`src/rtl/mips_muldiv_unit.sv`:
```
// Iterative MIPS multiply/divide unit (MULT, MULTU, DIV, DIVU) with HI/LO result registers.
// One shift-add or restoring-subtract step per cycle; fixed latency of WIDTH+1 cycles from accept.
//
// Ports:
//   clock_i        rising-edge clock
//   reset_ni       asynchronous active-low reset
//   start_i        request a new operation (sampled only while idle)
//   op_i           00 MULTU, 01 MULT, 10 DIVU, 11 DIV
//   op1_i / op2_i  multiplicand/dividend, multiplier/divisor
//   busy_o         operation in flight
//   done_o         one-cycle pulse when HI/LO update
//   hi_o / lo_o    product halves, or remainder/quotient
//   div_by_zero_o  last completed divide had a zero divisor
module mips_muldiv_unit #(
  parameter int unsigned WIDTH = 32
) (
  input  logic             clock_i,
  input  logic             reset_ni,
  input  logic             start_i,
  input  logic [1:0]       op_i,
  input  logic [WIDTH-1:0] op1_i,
  input  logic [WIDTH-1:0] op2_i,
  output logic             busy_o,
  output logic             done_o,
  output logic [WIDTH-1:0] hi_o,
  output logic [WIDTH-1:0] lo_o,
  output logic             div_by_zero_o
);

  localparam int unsigned CntW = $clog2(WIDTH + 1);

  localparam logic [1:0] StIdle = 2'd0;
  localparam logic [1:0] StCalc = 2'd1;
  localparam logic [1:0] StFix  = 2'd2;

  logic [1:0]         state_q, state_d;
  logic [CntW-1:0]    cnt_q, cnt_d;
  logic               is_div_q, is_div_d;
  logic [WIDTH-1:0]   a_q, a_d;          // multiplicand or divisor magnitude
  logic [2*WIDTH-1:0] acc_q, acc_d;      // {partial/remainder, multiplier/quotient}
  logic               neg_res_q, neg_res_d;
  logic               neg_rem_q, neg_rem_d;
  logic               dbz_pend_q, dbz_pend_d;
  logic [WIDTH-1:0]   dividend_q, dividend_d;
  logic [WIDTH-1:0]   hi_q, hi_d;
  logic [WIDTH-1:0]   lo_q, lo_d;
  logic               done_q, done_d;
  logic               dbz_q, dbz_d;

  logic               op1_neg, op2_neg;
  logic [WIDTH-1:0]   op1_mag, op2_mag;
  logic [WIDTH:0]     mul_sum;
  logic [2*WIDTH-1:0] mul_next;
  logic [WIDTH:0]     rem_sh, rem_diff;
  logic [2*WIDTH-1:0] div_next;
  logic [2*WIDTH-1:0] prod;
  logic [WIDTH-1:0]   quot, rem;

  // Operand magnitudes; the most-negative value maps onto itself, which is its correct
  // unsigned magnitude.
  always_comb begin
    op1_neg = op_i[0] & op1_i[WIDTH-1];
    op2_neg = op_i[0] & op2_i[WIDTH-1];
    op1_mag = op1_neg ? -op1_i : op1_i;
    op2_mag = op2_neg ? -op2_i : op2_i;
  end

  // Datapath steps and final sign correction.
  always_comb begin
    mul_sum  = {1'b0, acc_q[2*WIDTH-1:WIDTH]} + (acc_q[0] ? {1'b0, a_q} : '0);
    mul_next = {mul_sum, acc_q[WIDTH-1:1]};

    rem_sh   = {acc_q[2*WIDTH-1:WIDTH], acc_q[WIDTH-1]};
    rem_diff = rem_sh - {1'b0, a_q};
    if (!rem_diff[WIDTH]) begin
      div_next = {rem_diff[WIDTH-1:0], acc_q[WIDTH-2:0], 1'b1};
    end else begin
      div_next = {rem_sh[WIDTH-1:0], acc_q[WIDTH-2:0], 1'b0};
    end

    prod = neg_res_q ? -acc_q : acc_q;
    quot = neg_res_q ? -acc_q[WIDTH-1:0] : acc_q[WIDTH-1:0];
    rem  = neg_rem_q ? -acc_q[2*WIDTH-1:WIDTH] : acc_q[2*WIDTH-1:WIDTH];
  end

  always_comb begin
    state_d    = state_q;
    cnt_d      = cnt_q;
    is_div_d   = is_div_q;
    a_d        = a_q;
    acc_d      = acc_q;
    neg_res_d  = neg_res_q;
    neg_rem_d  = neg_rem_q;
    dbz_pend_d = dbz_pend_q;
    dividend_d = dividend_q;
    hi_d       = hi_q;
    lo_d       = lo_q;
    done_d     = 1'b0;
    dbz_d      = dbz_q;

    unique case (state_q)
      StIdle: begin
        if (start_i) begin
          state_d    = StCalc;
          cnt_d      = CntW'(WIDTH);
          is_div_d   = op_i[1];
          a_d        = op2_mag;
          acc_d      = {{WIDTH{1'b0}}, op1_mag};
          neg_res_d  = op1_neg ^ op2_neg;
          neg_rem_d  = op1_neg;
          dbz_pend_d = op_i[1] & (op2_i == '0);
          dividend_d = op1_i;
          dbz_d      = 1'b0;
        end
      end
      StCalc: begin
        acc_d = is_div_q ? div_next : mul_next;
        cnt_d = cnt_q - 1'b1;
        if (cnt_q == CntW'(1)) begin
          state_d = StFix;
        end
      end
      StFix: begin
        state_d = StIdle;
        done_d  = 1'b1;
        if (!is_div_q) begin
          hi_d = prod[2*WIDTH-1:WIDTH];
          lo_d = prod[WIDTH-1:0];
        end else if (dbz_pend_q) begin
          hi_d  = dividend_q;
          lo_d  = '1;
          dbz_d = 1'b1;
        end else begin
          hi_d = rem;
          lo_d = quot;
        end
      end
      default: state_d = StIdle;
    endcase
  end

  always_ff @(posedge clock_i or negedge reset_ni) begin
    if (!reset_ni) begin
      state_q    <= StIdle;
      cnt_q      <= '0;
      is_div_q   <= 1'b0;
      a_q        <= '0;
      acc_q      <= '0;
      neg_res_q  <= 1'b0;
      neg_rem_q  <= 1'b0;
      dbz_pend_q <= 1'b0;
      dividend_q <= '0;
      hi_q       <= '0;
      lo_q       <= '0;
      done_q     <= 1'b0;
      dbz_q      <= 1'b0;
    end else begin
      state_q    <= state_d;
      cnt_q      <= cnt_d;
      is_div_q   <= is_div_d;
      a_q        <= a_d;
      acc_q      <= acc_d;
      neg_res_q  <= neg_res_d;
      neg_rem_q  <= neg_rem_d;
      dbz_pend_q <= dbz_pend_d;
      dividend_q <= dividend_d;
      hi_q       <= hi_d;
      lo_q       <= lo_d;
      done_q     <= done_d;
      dbz_q      <= dbz_d;
    end
  end

  assign busy_o        = (state_q != StIdle);
  assign done_o        = done_q;
  assign hi_o          = hi_q;
  assign lo_o          = lo_q;
  assign div_by_zero_o = dbz_q;

endmodule

```
`config.mk`:
```
export PLATFORM = sky130hd
export DESIGN_NAME = mips_muldiv_unit
export DESIGN_NICKNAME = d
export VERILOG_FILES = /design/src/rtl/mips_muldiv_unit.sv
export SDC_FILE = /design/constraint.sdc
export NUM_CORES = 1
export LEC_CHECK = 0
export ABC_AREA = 0
export CAP_MARGIN = 25
export CORE_ASPECT_RATIO = 0.9
export CORE_MARGIN = 2
export CORE_UTILIZATION = 45
export CTS_CLUSTER_SIZE = 14
export DETAILED_ROUTE_END_ITERATION = 8
export SYNTH_ARGS = -nofsm -noshare
export SYNTH_HDL_FRONTEND = slang
export SYNTH_SLANG_ARGS = --single-unit
```
`constraint.sdc`:
```
create_clock -name clock_i -period 6.1 [get_ports clock_i]
set_clock_uncertainty 0.15 [all_clocks]
set_input_delay 1.525 -clock clock_i [delete_from_list [all_inputs] [get_ports clock_i]]
set_output_delay 1.525 -clock clock_i [all_outputs]
set_load 0.005 [all_outputs]
```
==> impl_results.md, run 1 <==
- Outcome: finished clean
- Fin Hold WS: 0.325 ns
- Pins Over Slew Limit: 0
- DRC: 0
- Clock Power Share: 13.3%
- Post-synth top cells: nand2_1 (316), o21ai_0 (211), dfrtp_1 (206)
- I/O pins: 136
- Row count: 65
- Fmax: 223 MHz
- Unrepaired setup endpoints after global routing: no
- DR WL/cell: 20.5 µm
- Flop pwr share: 25.3%
- Min Tclk post-route: 4.48 ns
- Post-synthesis sequential area ratio: 32.0%
- H-tree depth: 1
- First-pass GRT wire length: 82,300 µm
- Nets: 2,223
- Final Hold Vio Count: 0
- Mapped Area: 16,100 µm²
- Syn Nets: 2,174
- Cell taking the most area after synthesis: dfrtp_1
- Internal power: 5760 µW
- Mapped Cells: 2,033
- Netlist cell types: 82
- GR Overflow Total: 0
- Critical Path, Cell by Cell: inv_1 > buf_4 > nor2_1 > ha_1 > o211ai_1 > a21o_1 > a211oi_1 > o21ai_0 > o21ai_0 > a21oi_1 > o21ai_0 > nand3_1 > a221o_1 > a31oi_1
- # diodes: 0
- Final wirelength: 52,500 µm
- Core Area: 35,100 µm²
- Most common cell on crit path: o21ai_0
- HPWL after DPL: 38,700 µm
- Crit Path Class: reg -> reg
- Worst rel slew slack: 34.9%
- Via count: 15,200
- CP endpoint kind: register
- Worst hold path class: reg -> reg
- Initial antenna violation count: 1
- Yosys reg bits: 206
- Final setup violation count: 0
- PortBufs: 135
- Max Root-Sink Buffers: 3
- Worst Hold Depth: 2
- Slew at the pin closest to its max-slew limit: 0.975 ns
- GRT Resource Usage Total: 28.1%
- Post-cts sizing count: 0
- Logic pwr share: 61.4%
- Post-synthesis area per instance: 7.91 µm²
- Gpl congestion: 0.920
- Die footprint: 37,300 µm²
- TritonCTS Buffers: 25
- Period Utilization, post-route: 73.5%
- Max stage delay on crit path: 0.60 ns
- Vias in the first global route: 14,000
- Pin count of the biggest net entering global routing: 98
- Static Leak: 0.00782 µW
- Sw Ratio: 49.7%
- Die H: 183 µm
- Power Dens Cells: 617 nW/µm²
- Worst setup SP type: register
- Final setup TNS: 0 ns
- Max_cap viols: 0
- Hold Buf Count CTS: 0
- Die Wd: 203 µm
- Max IR drop VDD: 0.398 mV
- FF-to-FF path depth: 14
- NetSw: 5680 µW
- Arr. time, crit path: 4.81 ns
- Postcts setup bufs: 0
- Synth-to-Final Area Change: 15.2%
- Synth Flop Type: dfrtp_1
- Clk slew on worst S/H paths: 0.07 ns
- DRT iter0 DRCs: 1,324
- CTS Sinks: 206
- Post-synth EDFFs: 0
- Worst path slowest cell: inv_1
- Share of cells above drive strength 1: 4.82%
- Req. time, crit path: 6.42 ns
- Vias/cell: 5.94
- CTS tree: yes
- Worst-skew pair later-pin latency: 0.55 ns
- Top cell type's share of synthesized area: 32.0%
- Synth area leaders: dfrtp_1 (32%), nand2_1 (7.4%), o21ai_0 (6.6%)
- Asr flop ratio synth: 100%
- Top-count cell post-synth: nand2_1
- Starting density of the core: 45.8%
- DRT antenna net count: 0
- Yosys warns: 0
- Critical-path maximum fanout: 19
- CTS root buf: clkbuf_16
- Drt pass-1 iters: 5
-- worst paths after layout --
check | startpoint | end | slack, ns
setup / recovery | acc_q[0]$_DFFE_PN0P_ | acc_q[63]$_DFFE_PN0P_ | 1.62
max in group asynchronous | reset_ni | neg_res_q$_DFFE_PN0P_ | 3.78
hold / removal | hi_o[18]$_DFFE_PN0P_ | hi_o[18]$_DFFE_PN0P_ | 0.32
hold reg to reg | hi_o[18]$_DFFE_PN0P_ | hi_o[18]$_DFFE_PN0P_ | 0.32
setup reg to reg | acc_q[0]$_DFFE_PN0P_ | acc_q[63]$_DFFE_PN0P_ | 1.62
min in group asynchronous | reset_ni | acc_q[48]$_DFFE_PN0P_ | 0.87
-- sequential cells by signal (all words and copies together), names as in the netlist --
name	cells
a_q	32
acc_q	64
state_q	2
dividend_q	32
cnt_q	6
dbz_pend_q	1
neg_rem_q	1
neg_res_q	1
hi_o	32
is_div_q	1
div_by_zero_o	1
lo_o	32
done_o	1
-- critical path, delay by kind of cell, from the launching register on --
| family | cells | cell delay [ns] |
|---|---|---|
| buffers and inverters | 2 | 0.95 |
| AND/OR/NAND/NOR | 2 | 0.25 |
| flip-flops | 1 | 0.47 |
| AO/OA/AOI/OAI | 9 | 2.21 |
| adder cells (fa/ha/maj) | 1 | 0.38 |
-- power groups by stage --
stage               clock network [µW]  registers [µW]  logic [µW]
floorplan                            0            2320        5280
global placement                     0            2900        6760
detailed placement                   0            2910        6820
CTS                               1550            2890        6870
global route                      1610            2980        7760
finish                            1520            2900        7020
-- per-stage QoR --
step                total power (µW)  area (µm²)  cells  worst slack [ns]  util, %
floorplan                       7610       16100   2033              1.98        -
global placement                9660       17700   2523              1.29     50.4
detailed placement              9730       17700   2523              1.24     50.4
CTS                            11300       18500   2562              1.65     52.7
global route                   12300       18500   2563              1.31     52.8
finish                         11400       18500   2563              1.62     52.8
-- final cells by class --
class	count	area, µm²
Clock buffer	33	696
Clock inverter	6	110
Fill cell	3410	16600
Inverter	63	236
Multi-Input combinational cell	1630	10200
Sequential cell	206	5160
Tap cell	469	587
Timing Repair Buffer	156	1530
-- kinds of logic after synthesis --
group                      after synthesis  synth area share (%)
and+or+nand+nor                        693                  19.9
muxes                                   70                  4.37
DFF                                    206                  32.0
AOI/OAI and AO/OA                      601                  22.7
buffers and inverters                  197                  4.69
xor gates and xnor gates               194                  10.6
adders and majority gates               72                  5.69
-- cell usage in the layout, fill, tap and decap left out, drive strengths merged, types with 13 or more instances in the layout --
| cell | instances |
|---|---|
| a211oi | 19 |
| a21o | 33 |
| a21oi | 166 |
| a22oi | 21 |
| a31oi | 19 |
| and2 | 13 |
| buf | 22 |
| clkbuf | 33 |
| clkdlybuf4s50 | 134 |
| dfrtp | 206 |
| ha | 70 |
| inv | 60 |
| mux2i | 68 |
| nand2 | 316 |
| nand2b | 20 |
| nand3 | 34 |
| nor2 | 162 |
| nor3 | 27 |
| nor4 | 13 |
| o211ai | 34 |
| o21ai | 224 |
| o31ai | 22 |
| o41ai | 13 |
| or3 | 30 |
| or4 | 23 |
| xnor2 | 100 |
| xor2 | 94 |
-- per-layer routing --
layer  GRT usage [%]  vias to the layer above  routed length, µm
met5               0                        -                  0
met4            5.78                        0               1200
met3            5.83                       73               4830
met2            38.2                      607              20400
met1            44.8                     7302              26000
li1                -                     7244                  -
No activity file was read; power rests on OpenSTA's default activity.
==> run 2: changes to the inputs <==
PLACE_DENSITY = 0.67   (was unset)
clock period = 3.95 ns   (was 6.1 ns; I/O delays follow)
==> impl_results.md, run 2 (synthesized netlist as in run 1, its figures left out) <==
- Outcome: finished clean
- CP endpoint kind: register
- DP Cell Count: 2,621
- Startpoint of the worst-slack reg-to-reg timing path: a_q[8]$_DFFE_PN0P_
- Fin Hold WS: 0.258 ns
- Internal power: 9720 µW
- Core Area: 35,100 µm²
- GRT Resource Usage Total: 27.8%
- Drt pass-1 iters: 6
- Max reg flops: 64
- First-pass GRT wire length: 82,400 µm
- Final setup violation count: 0
- # diodes: 0
- Max IR drop VDD: 0.556 mV
- DRT antenna net count: 0
- FF-to-FF path depth: 12
- TritonCTS Buffers: 26
- Period Utilization, post-route: 94.6%
- Flop pwr share: 21.8%
- Max stage delay on crit path: 0.44 ns
- Worst setup SP type: register
- DR WL/cell: 19.7 µm
- Fmax: 268 MHz
- Design Power: 18,800 µW
- Clk slew on worst S/H paths: 0.06 ns
- DRC: 0
- Initial antenna violation count: 0
- Worst path slowest cell: dfrtp_1
- Starting density of the core: 45.8%
- DRT iter0 DRCs: 1,620
- Nets: 2,321
- Vias/cell: 5.93
- Gpl congestion: 0.943
- H-tree depth: 1
- Req. time, crit path: 4.27 ns
- Non-filler cells, final: 2,669
- Die Wd: 203 µm
- PortBufs: 135
- Static Leak: 0.00838 µW
- NetSw: 9060 µW
- Synth-to-Final Area Change: 21.1%
- Sw Ratio: 48.3%
- Final wirelength: 52,500 µm
- Reg2reg end: acc_q[63]$_DFFE_PN0P_
- Commonest non-fill, non-tap cell in the layout: nand2_1
- Vias in the first global route: 14,500
- Worst-skew pair later-pin latency: 0.56 ns
- CTS Sinks: 206
- Pin count of the biggest net entering global routing: 80
- Crit Path Class: reg -> reg
- Hold Buf Count CTS: 0
- Most frequent cells in the layout: nand2_1 (315), o21ai_0 (210), dfrtp_1 (203)
- Die footprint: 37,300 µm²
- Min Tclk post-route: 3.74 ns
- CTS tree: yes
- Worst hold path class: in -> async
- Critical Path, Cell by Cell: inv_1 > ha_1 > a21oi_1 > a21oi_1 > o211ai_1 > nand3_1 > o211ai_1 > nand3_1 > a21bo_2 > o41a_1 > a221o_1 > a31oi_1
- Clock Power Share: 14.1%
- HPWL after DPL: 39,300 µm
- Max_cap viols: 0
- Power Dens Cells: 964 nW/µm²
- GR Overflow Total: 0
- Share of cells above drive strength 1: 9.59%
- Die H: 183 µm
- Row count: 65
- Logic pwr share: 64.1%
- Biggest register: acc_q
- Worst rel slew slack: 48.2%
- Slew at the pin closest to its max-slew limit: 0.777 ns
- Max Root-Sink Buffers: 3
- CTS root buf: clkbuf_16
- Final Hold Vio Count: 0
- Arr. time, crit path: 4.05 ns
- Critical-path maximum fanout: 8
- Via count: 15,800
- R2r setup slk: 0.21 ns
- I/O pins: 136
- Pins Over Slew Limit: 0
- Final setup TNS: 0 ns
[run 2: cell types whose count changed in the layout (fill, tap and decap cells not counted), moves of 2 or more]
cell | before | now
buf_12 | 0 | 7
bufinv_16 | 3 | 5
clkinvlp_4 | 2 | 7
buf_4 | 20 | 111
clkbuf_16 | 25 | 27
clkinv_4 | 0 | 2
clkbuf_1 | 4 | 2
[run 2: how the worst max path moves through the flow]
stage                               startpoint                    end  slack [ns]  cells past startpoint
after floorplan                       op2_i[4]    a_q[27]$_DFFE_PN0P_        0.37                      9
after detailed placement              op2_i[4]    a_q[27]$_DFFE_PN0P_       -0.20                     10
final                       a_q[8]$_DFFE_PN0P_  acc_q[63]$_DFFE_PN0P_        0.21                     12
after global placement                op2_i[4]    a_q[25]$_DFFE_PN0P_       -0.18                     10
after global routing      acc_q[0]$_DFFE_PN0P_  acc_q[62]$_DFFE_PN0P_       -0.08                     15
after CTS                 acc_q[0]$_DFFE_PN0P_  acc_q[63]$_DFFE_PN0P_        0.16                     16
[run 2: through the flow]
step / worst slack (ns) / util (%) / cell area, µm²
6_report: 0.213 / 55.5 / 19500
5_1_grt: -0.0764 / 55.5 / 19500
4_1_cts: 0.160 / 55.4 / 19500
3_5_place_dp: -0.200 / 52.7 / 18500
3_3_place_gp: -0.176 / 52.7 / 18500
2_1_floorplan: 0.366 / - / 16100
[run 2: power groups by stage]
stage          Clock [µW]  Combinational [µW]  Sequential, µW
2_1_floorplan           0                8160            3590
6_report             2650               12000            4100
3_5_place_dp            0               11700            4080
3_3_place_gp            0               11500            4060
5_1_grt              2770               13100            4210
4_1_cts              2690               11800            4060
[run 2: what timing repair did]
| item | in CTS | in global routing |
|---|---|---|
| hold endpoints to repair | 0 | 0 |
| setup endpoints to repair | 0 | 3 |
| gates resized for setup | 0 | 4 |
| buffers inserted | 0 | 0 |
[run 2: area by class of cell]
class | count | area (µm²)
clock buffer | 32 | 724
clock inverter | 16 | 230
fill | 3291 | 15600
inverter | 63 | 236
multi-input combinational | 1630 | 10200
sequential | 206 | 5160
tap | 469 | 587
timing repair buffer | 253 | 2330
[run 2: critical path, delay by kind of cell, from the launching register on]
kind / cells / cell delay (ns)
compound gates: 8 / 2.16
flops: 1 / 0.44
fa+ha+maj: 1 / 0.41
simple gates: 2 / 0.40
buf+inv: 1 / 0.09
[run 2: per-layer routing]
| metal | vias to the layer above | track usage (%) | routed length [µm] |
|---|---|---|---|
| met5 | - | 0 | 0 |
| li1 | 7462 | - | - |
| met3 | 71 | 4.64 | 4980 |
| met4 | 0 | 6.10 | 1060 |
| met2 | 757 | 40.2 | 21900 |
| met1 | 7528 | 43.0 | 24600 |
